--- config.mk ---
export PLATFORM = sky130hd
export DESIGN_NAME = fetch_sequencer_flat
export DESIGN_NICKNAME = d
export VERILOG_FILES = /design/src/rtl/fetch_sequencer_pkg.sv /design/src/rtl/fetch_sequencer_if.sv /design/src/rtl/fetch_sequencer_exec_watchdog.sv /design/src/rtl/fetch_sequencer.sv /design/src/flat_wrapper.sv
export SDC_FILE = /design/constraint.sdc
export NUM_CORES = 1
export LEC_CHECK = 0
export ABC_CLOCK_PERIOD_IN_PS = 4000
export CORE_MARGIN = 4
export CORE_UTILIZATION = 41
export CTS_BUF_LIST = sky130_fd_sc_hd__clkbuf_16
export CTS_CLUSTER_DIAMETER = 80
export DETAILED_ROUTE_END_ITERATION = 6
export GPL_ROUTABILITY_DRIVEN = 0
export PLACE_DENSITY = 0.73
export SLEW_MARGIN = 30
export SYNTH_ARGS = -nofsm -noshare
export SYNTH_HDL_FRONTEND = slang
export SYNTH_SLANG_ARGS = --single-unit
--- constraint.sdc ---
create_clock -name clk_i -period 4 [get_ports clk_i]
set_input_delay 0.8 -clock clk_i [delete_from_list [all_inputs] [get_ports clk_i]]
set_output_delay 0.8 -clock clk_i [all_outputs]
set_load 0.05 [all_outputs]
--- src/rtl/fetch_sequencer_pkg.sv ---
// fetch_sequencer_pkg: shared definitions for the fetch sequencer.
// Holds control-bus field layout, state encodings, bus-ID constants
// and the control-word pack helper used by the Moore output decode.
package fetch_sequencer_pkg;

  localparam int CTRL_W = 20;

  // Control bus layout, MSB first:
  // {ALU_OPCODE[4:0], MID[4:0], SID[4:0], AMID[1:0], PC_INR, MID_EN, SID_EN}
  localparam int ALU_LSB    = 15;
  localparam int ALU_W      = 5;
  localparam int MID_LSB    = 10;
  localparam int MID_W      = 5;
  localparam int SID_LSB    = 5;
  localparam int SID_W      = 5;
  localparam int AMID_LSB   = 3;
  localparam int AMID_W     = 2;
  localparam int PC_INR_BIT = 2;
  localparam int MID_EN_BIT = 1;
  localparam int SID_EN_BIT = 0;

  // Bus arbitration IDs
  localparam logic [MID_W-1:0]  MID_MEM = 5'd4;
  localparam logic [SID_W-1:0]  SID_IR0 = 5'd0;
  localparam logic [SID_W-1:0]  SID_IR1 = 5'd1;
  localparam logic [AMID_W-1:0] AMID_PC = 2'd0;

  // Sequencer states
  localparam logic [2:0] ST_IDLE = 3'd0;
  localparam logic [2:0] ST_F0   = 3'd1;
  localparam logic [2:0] ST_F1   = 3'd2;
  localparam logic [2:0] ST_F2   = 3'd3;
  localparam logic [2:0] ST_F3   = 3'd4;
  localparam logic [2:0] ST_F4   = 3'd5;
  localparam logic [2:0] ST_EXEC = 3'd6;
  localparam logic [2:0] ST_HALT = 3'd7;

  function automatic logic [CTRL_W-1:0] pack_ctrl(
    input logic [ALU_W-1:0]  alu,
    input logic [MID_W-1:0]  mid,
    input logic [SID_W-1:0]  sid,
    input logic [AMID_W-1:0] amid,
    input logic              pc_inr,
    input logic              mid_en,
    input logic              sid_en
  );
    logic [CTRL_W-1:0] w;
    w = '0;
    w[ALU_LSB +: ALU_W]   = alu;
    w[MID_LSB +: MID_W]   = mid;
    w[SID_LSB +: SID_W]   = sid;
    w[AMID_LSB +: AMID_W] = amid;
    w[PC_INR_BIT]         = pc_inr;
    w[MID_EN_BIT]         = mid_en;
    w[SID_EN_BIT]         = sid_en;
    return w;
  endfunction

endpackage

--- src/rtl/fetch_sequencer_if.sv ---
// fetch_sequencer_if: run/decoder/execute-unit inputs and control-bus/status
// outputs of the fetch sequencer. master = sequencer, slave = environment.
// Signals: run, hlt, exec_ctrl, exec_done in; control_bus, exec_start, halted, wdt_err, instr_count out.
interface fetch_sequencer_if #(
  parameter int CTRL_W = 20,
  parameter int CNT_W  = 16
);
  logic              run;
  logic              hlt;
  logic [CTRL_W-1:0] exec_ctrl;
  logic              exec_done;
  logic [CTRL_W-1:0] control_bus;
  logic              exec_start;
  logic              halted;
  logic              wdt_err;
  logic [CNT_W-1:0]  instr_count;

  modport master (
    input  run, hlt, exec_ctrl, exec_done,
    output control_bus, exec_start, halted, wdt_err, instr_count
  );

  modport slave (
    output run, hlt, exec_ctrl, exec_done,
    input  control_bus, exec_start, halted, wdt_err, instr_count
  );
endinterface

--- src/rtl/fetch_sequencer_exec_watchdog.sv ---
// fetch_sequencer_exec_watchdog: counts EXEC cycles lacking exec_done.
// Latency: expired_o is combinational in the last permitted EXEC cycle.
// No backpressure; counter clears whenever EXEC is not active or done arrives.
// Ports: clk_i, rst_i, active_i (in EXEC), done_i (exec_done), expired_o.
module fetch_sequencer_exec_watchdog #(
  parameter int EXEC_TIMEOUT = 64
) (
  input  logic clk_i,
  input  logic rst_i,
  input  logic active_i,
  input  logic done_i,
  output logic expired_o
);

  localparam logic [15:0] LAST = 16'(EXEC_TIMEOUT - 1);

  logic [15:0] cnt_q, cnt_d;

  // Outside EXEC the count is held at zero, so every EXEC entry starts fresh.
  always_comb begin
    cnt_d = cnt_q;
    if (!active_i || done_i) cnt_d = '0;
    else                     cnt_d = cnt_q + 16'd1;
  end

  always_ff @(posedge clk_i or posedge rst_i) begin
    if (rst_i) cnt_q <= '0;
    else       cnt_q <= cnt_d;
  end

  // exec_done in the final cycle wins over expiry.
  assign expired_o = active_i && !done_i && (cnt_q == LAST);

endmodule

--- src/rtl/fetch_sequencer.sv ---
// fetch_sequencer: control-bus master running F0..F4 fetch then handing bus to execute unit.
// Latency: first F0 one cycle after run seen in IDLE; 5 fetch cycles + N EXEC cycles per instruction.
// No backpressure; EXEC waits for exec_done, bounded by the exec watchdog.
// Ports: clk_i, rst_i (async, active-high), bus (fetch_sequencer_if.master).
module fetch_sequencer
  import fetch_sequencer_pkg::*;
#(
  parameter int EXEC_TIMEOUT = 64,
  parameter int CNT_W        = 16
) (
  input  logic              clk_i,
  input  logic              rst_i,
  fetch_sequencer_if.master bus
);

  logic [2:0]        state_q, state_d;
  logic              first_q, first_d;
  logic              wdt_q, wdt_d;
  logic [CNT_W-1:0]  cnt_q, cnt_d;
  logic [CTRL_W-1:0] ctrl_bus;
  logic              in_exec;
  logic              wdt_expired;

  assign in_exec = (state_q == ST_EXEC);

  fetch_sequencer_exec_watchdog #(
    .EXEC_TIMEOUT(EXEC_TIMEOUT)
  ) u_wdt (
    .clk_i     (clk_i),
    .rst_i     (rst_i),
    .active_i  (in_exec),
    .done_i    (bus.exec_done),
    .expired_o (wdt_expired)
  );

  always_comb begin
    state_d = state_q;
    unique case (state_q)
      ST_IDLE: if (bus.run) state_d = ST_F0;
      ST_F0:   state_d = ST_F1;
      ST_F1:   state_d = ST_F2;
      ST_F2:   state_d = ST_F3;
      ST_F3:   state_d = ST_F4;
      ST_F4:   state_d = bus.hlt ? ST_HALT : ST_EXEC;
      ST_EXEC: begin
        if (bus.exec_done)    state_d = ST_F0;
        else if (wdt_expired) state_d = ST_HALT;
      end
      ST_HALT: state_d = ST_HALT;
      default: state_d = ST_IDLE;
    endcase
  end

  // first_q marks the opening EXEC cycle for the exec_start pulse.
  assign first_d = (state_q == ST_F4) && !bus.hlt;
  assign wdt_d   = wdt_q | wdt_expired;
  assign cnt_d   = (in_exec && bus.exec_done) ? cnt_q + CNT_W'(1) : cnt_q;

  always_ff @(posedge clk_i or posedge rst_i) begin
    if (rst_i) begin
      state_q <= ST_IDLE;
      first_q <= 1'b0;
      wdt_q   <= 1'b0;
      cnt_q   <= '0;
    end else begin
      state_q <= state_d;
      first_q <= first_d;
      wdt_q   <= wdt_d;
      cnt_q   <= cnt_d;
    end
  end

  // Moore decode of the fetch states; EXEC forwards the execute unit's word.
  always_comb begin
    ctrl_bus = '0;
    unique case (state_q)
      ST_F0:   ctrl_bus = pack_ctrl('0, MID_MEM, SID_IR0, AMID_PC, 1'b0, 1'b1, 1'b0);
      ST_F1:   ctrl_bus = pack_ctrl('0, MID_MEM, SID_IR0, AMID_PC, 1'b1, 1'b1, 1'b1);
      ST_F2:   ctrl_bus = pack_ctrl('0, MID_MEM, SID_IR0, AMID_PC, 1'b0, 1'b1, 1'b0);
      ST_F3:   ctrl_bus = pack_ctrl('0, MID_MEM, SID_IR1, AMID_PC, 1'b1, 1'b1, 1'b1);
      ST_EXEC: ctrl_bus = bus.exec_ctrl;
      default: ctrl_bus = '0;
    endcase
  end

  assign bus.control_bus = ctrl_bus;
  assign bus.exec_start  = in_exec && first_q;
  assign bus.halted      = (state_q == ST_HALT);
  assign bus.wdt_err     = wdt_q;
  assign bus.instr_count = cnt_q;

endmodule

--- src/flat_wrapper.sv ---
// flat-port wrapper written by rule: the top's interface ports become plain ports
module fetch_sequencer_flat import fetch_sequencer_pkg::*;
#(
  parameter int EXEC_TIMEOUT = 64,
  parameter int CNT_W        = 16
)
  (clk_i, rst_i, bus_run, bus_hlt, bus_exec_ctrl, bus_exec_done, bus_control_bus, bus_exec_start, bus_halted, bus_wdt_err, bus_instr_count);
  fetch_sequencer_if #(.CTRL_W(20), .CNT_W(CNT_W)) bus_i ();
  input  logic clk_i;
  input  logic rst_i;
  input wire logic [$bits(bus_i.run)-1:0] bus_run;
  input wire logic [$bits(bus_i.hlt)-1:0] bus_hlt;
  input wire logic [$bits(bus_i.exec_ctrl)-1:0] bus_exec_ctrl;
  input wire logic [$bits(bus_i.exec_done)-1:0] bus_exec_done;
  output wire logic [$bits(bus_i.control_bus)-1:0] bus_control_bus;
  output wire logic [$bits(bus_i.exec_start)-1:0] bus_exec_start;
  output wire logic [$bits(bus_i.halted)-1:0] bus_halted;
  output wire logic [$bits(bus_i.wdt_err)-1:0] bus_wdt_err;
  output wire logic [$bits(bus_i.instr_count)-1:0] bus_instr_count;
  assign bus_i.run = bus_run;
  assign bus_i.hlt = bus_hlt;
  assign bus_i.exec_ctrl = bus_exec_ctrl;
  assign bus_i.exec_done = bus_exec_done;
  assign bus_control_bus = bus_i.control_bus;
  assign bus_exec_start = bus_i.exec_start;
  assign bus_halted = bus_i.halted;
  assign bus_wdt_err = bus_i.wdt_err;
  assign bus_instr_count = bus_i.instr_count;
  fetch_sequencer #(.EXEC_TIMEOUT(EXEC_TIMEOUT), .CNT_W(CNT_W)) u_core (.clk_i(clk_i), .rst_i(rst_i), .bus(bus_i));
endmodule
==> results of run 1 <==
Yosys cell counts (all sizes together), types with 3 or more instances:
cell type,instances,area [um2]
dfrtp,37,926
nor2,23,86.3
and2,17,106
xnor2,16,140
nand2,15,56.3
nand3,12,60.1
xor2,10,87.6
nand4,9,77.6
a21oi,7,35.0
inv,7,26.3
clkbuf,6,22.5
nor3,6,30.0
and3,4,25.0
nor4,3,18.8
or3,3,25.0
or4,3,23.8
registers in the layout (all words and copies together) (netlist names):
register	flops
u_core.first_q	1
u_core.u_wdt.cnt_q	16
u_core.bus.instr_count	16
u_core.state_q	3
u_core.bus.wdt_err	1
layer usage:
layer / vias to the layer above / share of wire (%)
met5: - / 0
met4: 0 / 1.8
met3: 8 / 4.3
met2: 33 / 48
met1: 743 / 46
li1: 821 / -
worst paths after layout:
kind	start	to	cells after the start
worst max-delay path	bus_exec_ctrl[12]	bus_control_bus[12]	5
worst min-delay path	u_core.bus.instr_count[15]$_DFFE_PP0P_	u_core.bus.instr_count[15]$_DFFE_PP0P_	1
worst max register to register	u_core.state_q[0]$_DFFE_PP0P_	u_core.bus.instr_count[15]$_DFFE_PP0P_	4
worst min register to register	u_core.bus.instr_count[15]$_DFFE_PP0P_	u_core.bus.instr_count[15]$_DFFE_PP0P_	1
max in group asynchronous	rst_i	u_core.state_q[1]$_DFFE_PP0P_	3
min in group asynchronous	rst_i	u_core.bus.instr_count[15]$_DFFE_PP0P_	2
where the power goes:
group          switching (mW)  internal, mW  leakage [nW]
Combinational           0.455         0.258         0.580
Clock                   0.138         0.289        0.0826
Sequential             0.0823         0.413         0.501
area by class of cell:
type / count / area, um2
fill: 372 / 1670
multi-input combinational: 150 / 953
sequential: 37 / 926
timing repair buffer: 65 / 646
clock buffer: 5 / 125
tap: 52 / 65.1
clock inverter: 3 / 37.5
inverter: 7 / 26.3
worst max-delay path: stages:
cell	delay, ps
clkdlybuf4s50_1	450
inv_1	40
a21o_1	160
a21oi_1	130
clkdlybuf4s50_1	810
cells by family (layout without fill, tap and decap cells):
family | count (synthesis) | count (layout) | synth area share, %
multiplexers | 1 | 1 | 0.584
XOR/XNOR | 26 | 26 | 11.8
AO/OA/AOI/OAI | 19 | 19 | 6.23
flip-flops | 37 | 37 | 48.0
AND/OR/NAND/NOR | 102 | 102 | 29.5
buffers and inverters | 13 | 80 | 2.53
adder cells (fa/ha/maj) | 2 | 2 | 1.30
==> impl_metrics.yaml, run 1 <==
floorplan:
  die_y_um: 76.6
  initial_core_util_pct: 43.4
  die_area_mm2: 0.00586
  dieWidth_um: 76.6
  core_area_mm2: 0.00444
  rows: 24
  num_io_pins: 64
worst_setup_path:
  start_kind: "input pin"
  arrival_ps: 2400
  rrSetupSlack_ps: 2040
  required_ps: 3200
  cp-end-kind: "output pin"
  critPathMaxFanout: 1
  setup.worst_path.class: "in2out"
layout:
  final_cell_mix: "clkdlybuf4s50_1 (63), dfrtp_1 (37), nor2_1 (23)"
  fin_nets: 293
  design_area_mm2: 0.00278
  layout_commonest_cell: "clkdlybuf4s50_1"
  area_growth_pct: 44.1
  final_util_pct: 62.5
  diodes: 0
  drive_gt1_share_pct: 6.37
  finalNonFillerCells: 319
routing:
  drc: 0
  drtAntennaViolNets: 0
  totalWireLength_um: 4210
  drtPass1Iterations: 4
  drt_iter0_drc: 66
  routedWlPerCell_um: 13.2
  vias_per_cell: 5.03
  via_count: 1605
grt:
  grt_use_met1_pct: 19.6
  grt_max_degree: 26
  busiest_layer: "met2"
  grt.met3_usage_pct: 4.61
  grt_pass1_wl_um: 7220
  overflow: 0
  grt_antenna_before_repair: 0
  grt.met2_usage_pct: 23.6
  first_global_vias: 1562
  grt.total_usage_pct: 15.1
timing:
  post-route-min-period_ps: 3200
  rsz0062_at_grt: "false"
  period_share_pct: 79.9
  fin_setup_tns_ps: 0
  maxSlewHeadroom_pct: 61.5
  setup_viol: 0
  slew_viol_final: 0
  worst_slew_pin_slew_ps: 573
  timing.final.hold_violations: 0
  fmax_mhz: 313
  finalWorstSetupSlack_ps: 804
  whs_ps: 475
  skew_ps: 7.01
cts:
  cts_buffers: 5
  cts_setup_buffers: 0
  cts_resized: 0
  postCtsHoldBufs: 0
  htree_levels: 2
  clk_pin_slew_worst_paths_ps: 50
  cts_tree: "built"
  clock-sinks: 37
  cts_max_path_buffers: 2
  cts_root_buf: "clkbuf_16"
  insertion_delay_ps: 280
yosys:
  synth_edf_count: 0
  synth_nets: 227
  synth_cells: 200
  ys_types: 36
  yosys_warnings: 0
  syn_avg_cell_area_um2: 9.64
  syn-cell-area_mm2: 0.00193
  ys_seq_area_share_pct: 48.0
  async_reset_ff_share_pct: 100
  synth_ff_type: "dfrtp_1"
  postSynthRegisterBits: 37
place:
  place_hpwl_um: 3210
  dp_cells: 311
  place_ws_ps: 791
  place_area_mm2: 0.00262
  io_buffers: 63
job:
  cap_violations: 0
status:
  status: "finished, final reports clean"
worst_hold_path:
  hold_path_class: "reg2reg"
pwr:
  ir_worst_vdd_mv: 0.508
  leakagePower_nw: 1.16
  power_mw: 1.63
  power_density_mw_per_mm2: 588
Note: power is estimated with default switching activity, not from simulation.
==> inputs of run 2 (changes only) <==
Settings changed: ABC_CLOCK_PERIOD_IN_PS 4000 to 3000.
Clock period 4 ns to 3 ns, I/O delays scaled along.
==> run 2 against run 1 <==
- non-clock buffer count did not move
- first-iteration DRC count fell by 44%
- sequential cell count did not move
- worst setup slack got worse by 410 ps
- worst hold slack improved by 8.1 ps
- global-route usage rose by 0.64 points
- critical endpoint is now bus_control_bus[2]
- sequential power rose by 33%
- clock skew fell by 3.8 ps
- critical path depth fell by 1
- sequential share of layout area rose by 0.89 points
- utilization fell by 1.6 points
- power rose by 27%
==> impl_metrics.yaml, run 2 (synthesized netlist as in run 1, its figures left out) <==
cts:
  cts_tree: "built"
  htree_levels: 2
  cts_setup_buffers: 0
  insertion_delay_ps: 280
  clk_pin_slew_worst_paths_ps: 50
  clock-sinks: 37
  cts_resized: 0
  postCtsHoldBufs: 0
  cts_max_path_buffers: 2
  cts_root_buf: "clkbuf_16"
  cts_buffers: 5
routing:
  routedWlPerCell_um: 13.7
  drtAntennaViolNets: 0
  drt_iter0_drc: 37
  via_count: 1643
  drtPass1Iterations: 3
  vias_per_cell: 5.15
  drc: 0
  totalWireLength_um: 4370
worst_setup_path:
  critical-path-slowest-cell: "clkdlybuf4s50_1"
  r2r_end: "u_core.bus.instr_count[15]$_DFFE_PP0P_"
  path_delay_family: "buffers and inverters"
  crit_buf_inv: 1
  rrSetupSlack_ps: 990
  worst-path-stages: 4
  cp-end-kind: "output pin"
  r2r_start: "u_core.state_q[0]$_DFFE_PP0P_"
  slowest_delay_ps: 790
  start_kind: "register"
  crit_path_end: "bus_control_bus[2]"
  critPathMaxFanout: 15
  cp_common_cell: "nor2_1"
  required_ps: 2400
  crit_start: "u_core.state_q[1]$_DFFE_PP0P_"
  arrival_ps: 2010
  rr_worst_depth: 4
  setup.worst_path.class: "reg2out"
  cp_cell_sequence: "nor2_1 > nor2_1 > o21a_1 > clkdlybuf4s50_1"
timing:
  skew_ps: 3.23
  worst_slew_pin_slew_ps: 652
  setup_viol: 0
  whs_ps: 483
  fmax_mhz: 384
  slew_viol_final: 0
  post-route-min-period_ps: 2610
  period_share_pct: 86.8
  timing.final.hold_violations: 0
  fin_setup_tns_ps: 0
  rsz0062_at_grt: "false"
  maxSlewHeadroom_pct: 56.1
worst_hold_path:
  hold_path_class: "reg2reg"
  min_path_cells: 1
  min_from: "u_core.bus.instr_count[15]$_DFFE_PP0P_"
grt:
  grt_pass1_wl_um: 7740
  grt.total_usage_pct: 15.8
  overflow: 0
  first_global_vias: 1663
  grt_antenna_before_repair: 0
  grt_max_degree: 38
pwr:
  leakagePower_nw: 1.18
  power_density_mw_per_mm2: 769
  ir_worst_vdd_mv: 0.673
layout:
  drive_gt1_share_pct: 13.5
  fill_cells: 415
  fin_nets: 293
  design_area_mm2: 0.00271
  final_cell_mix: "clkdlybuf4s50_1 (44), dfrtp_1 (37), nor2_1 (23)"
  diodes: 0
  area_growth_pct: 40.4
  seq_area_um2: 926
  finalNonFillerCells: 319
  multi_input_area_um2: 953
  layout_commonest_cell: "clkdlybuf4s50_1"
floorplan:
  rows: 24
  die_y_um: 76.6
  initial_core_util_pct: 43.4
  dieWidth_um: 76.6
  core_area_mm2: 0.00444
  num_io_pins: 64
  die_area_mm2: 0.00586
status:
  status: "finished, final reports clean"
place:
  dp_cells: 311
  io_buffers: 63
  place_area_mm2: 0.00257
  place_hpwl_um: 3260
job:
  cap_violations: 0
[run 2: layout make-up]
type,instances,share of cell area (%)
multi-input cells,150,35.2
flip-flops and latches,37,34.2
repair buffers,65,22.1
clock buffers,5,4.62
well taps,52,2.40
inverters,7,0.971
clock inverters,3,0.462
[run 2: worst reg2reg max path, stage by stage, from the launching register on]
cell and delay (ps):
dfrtp_1 540, nand4b_1 370, nor4_1 660, nand3_1 180
xnor2_1 160
[run 2: report_power, final]
part	internal, mW	switching (mW)	total, mW
registers	0.550	0.110	0.660
clock network	0.300	0.193	0.494
logic	0.319	0.609	0.928
[run 2: how the worst min path moves through the flow]
| stage | end | slack [ps] |
|---|---|---|
| floorplan | u_core.u_wdt.cnt_q[0]$_DFF_PP0_ | 490 |
| global placement | u_core.bus.instr_count[15]$_DFFE_PP0P_ | 460 |
| detailed placement | u_core.bus.instr_count[15]$_DFFE_PP0P_ | 480 |
| CTS | u_core.bus.instr_count[15]$_DFFE_PP0P_ | 480 |
| global route | u_core.bus.instr_count[15]$_DFFE_PP0P_ | 510 |
| finish | u_core.bus.instr_count[15]$_DFFE_PP0P_ | 480 |
[run 2: metal layers]
| layer | GRT usage (%) | up-vias | wire [um] |
|---|---|---|---|
| li1 | - | 825 | - |
| met1 | 20.9 | 787 | 2060 |
| met2 | 26.2 | 27 | 2130 |
| met3 | 4.14 | 4 | 152 |
| met4 | 2.72 | 0 | 29 |
| met5 | 0 | - | 0 |
[run 2: stage by stage]
step / util (%) / setup WS (ps) / total power, mW
floorplan: - / 570 / 1.30
global placement: 57.8 / 445 / 1.59
detailed placement: 57.8 / 436 / 1.60
CTS: 60.9 / 396 / 2.11
global route: 60.9 / 271 / 2.20
finish: 60.9 / 395 / 2.08
==> inputs of run 3 (changes only) <==
Settings changed: SETUP_SLACK_MARGIN set to 0.1.
==> results of run 3 <==
Same layout as run 2: the final DEF is identical, and so are final timing and power.
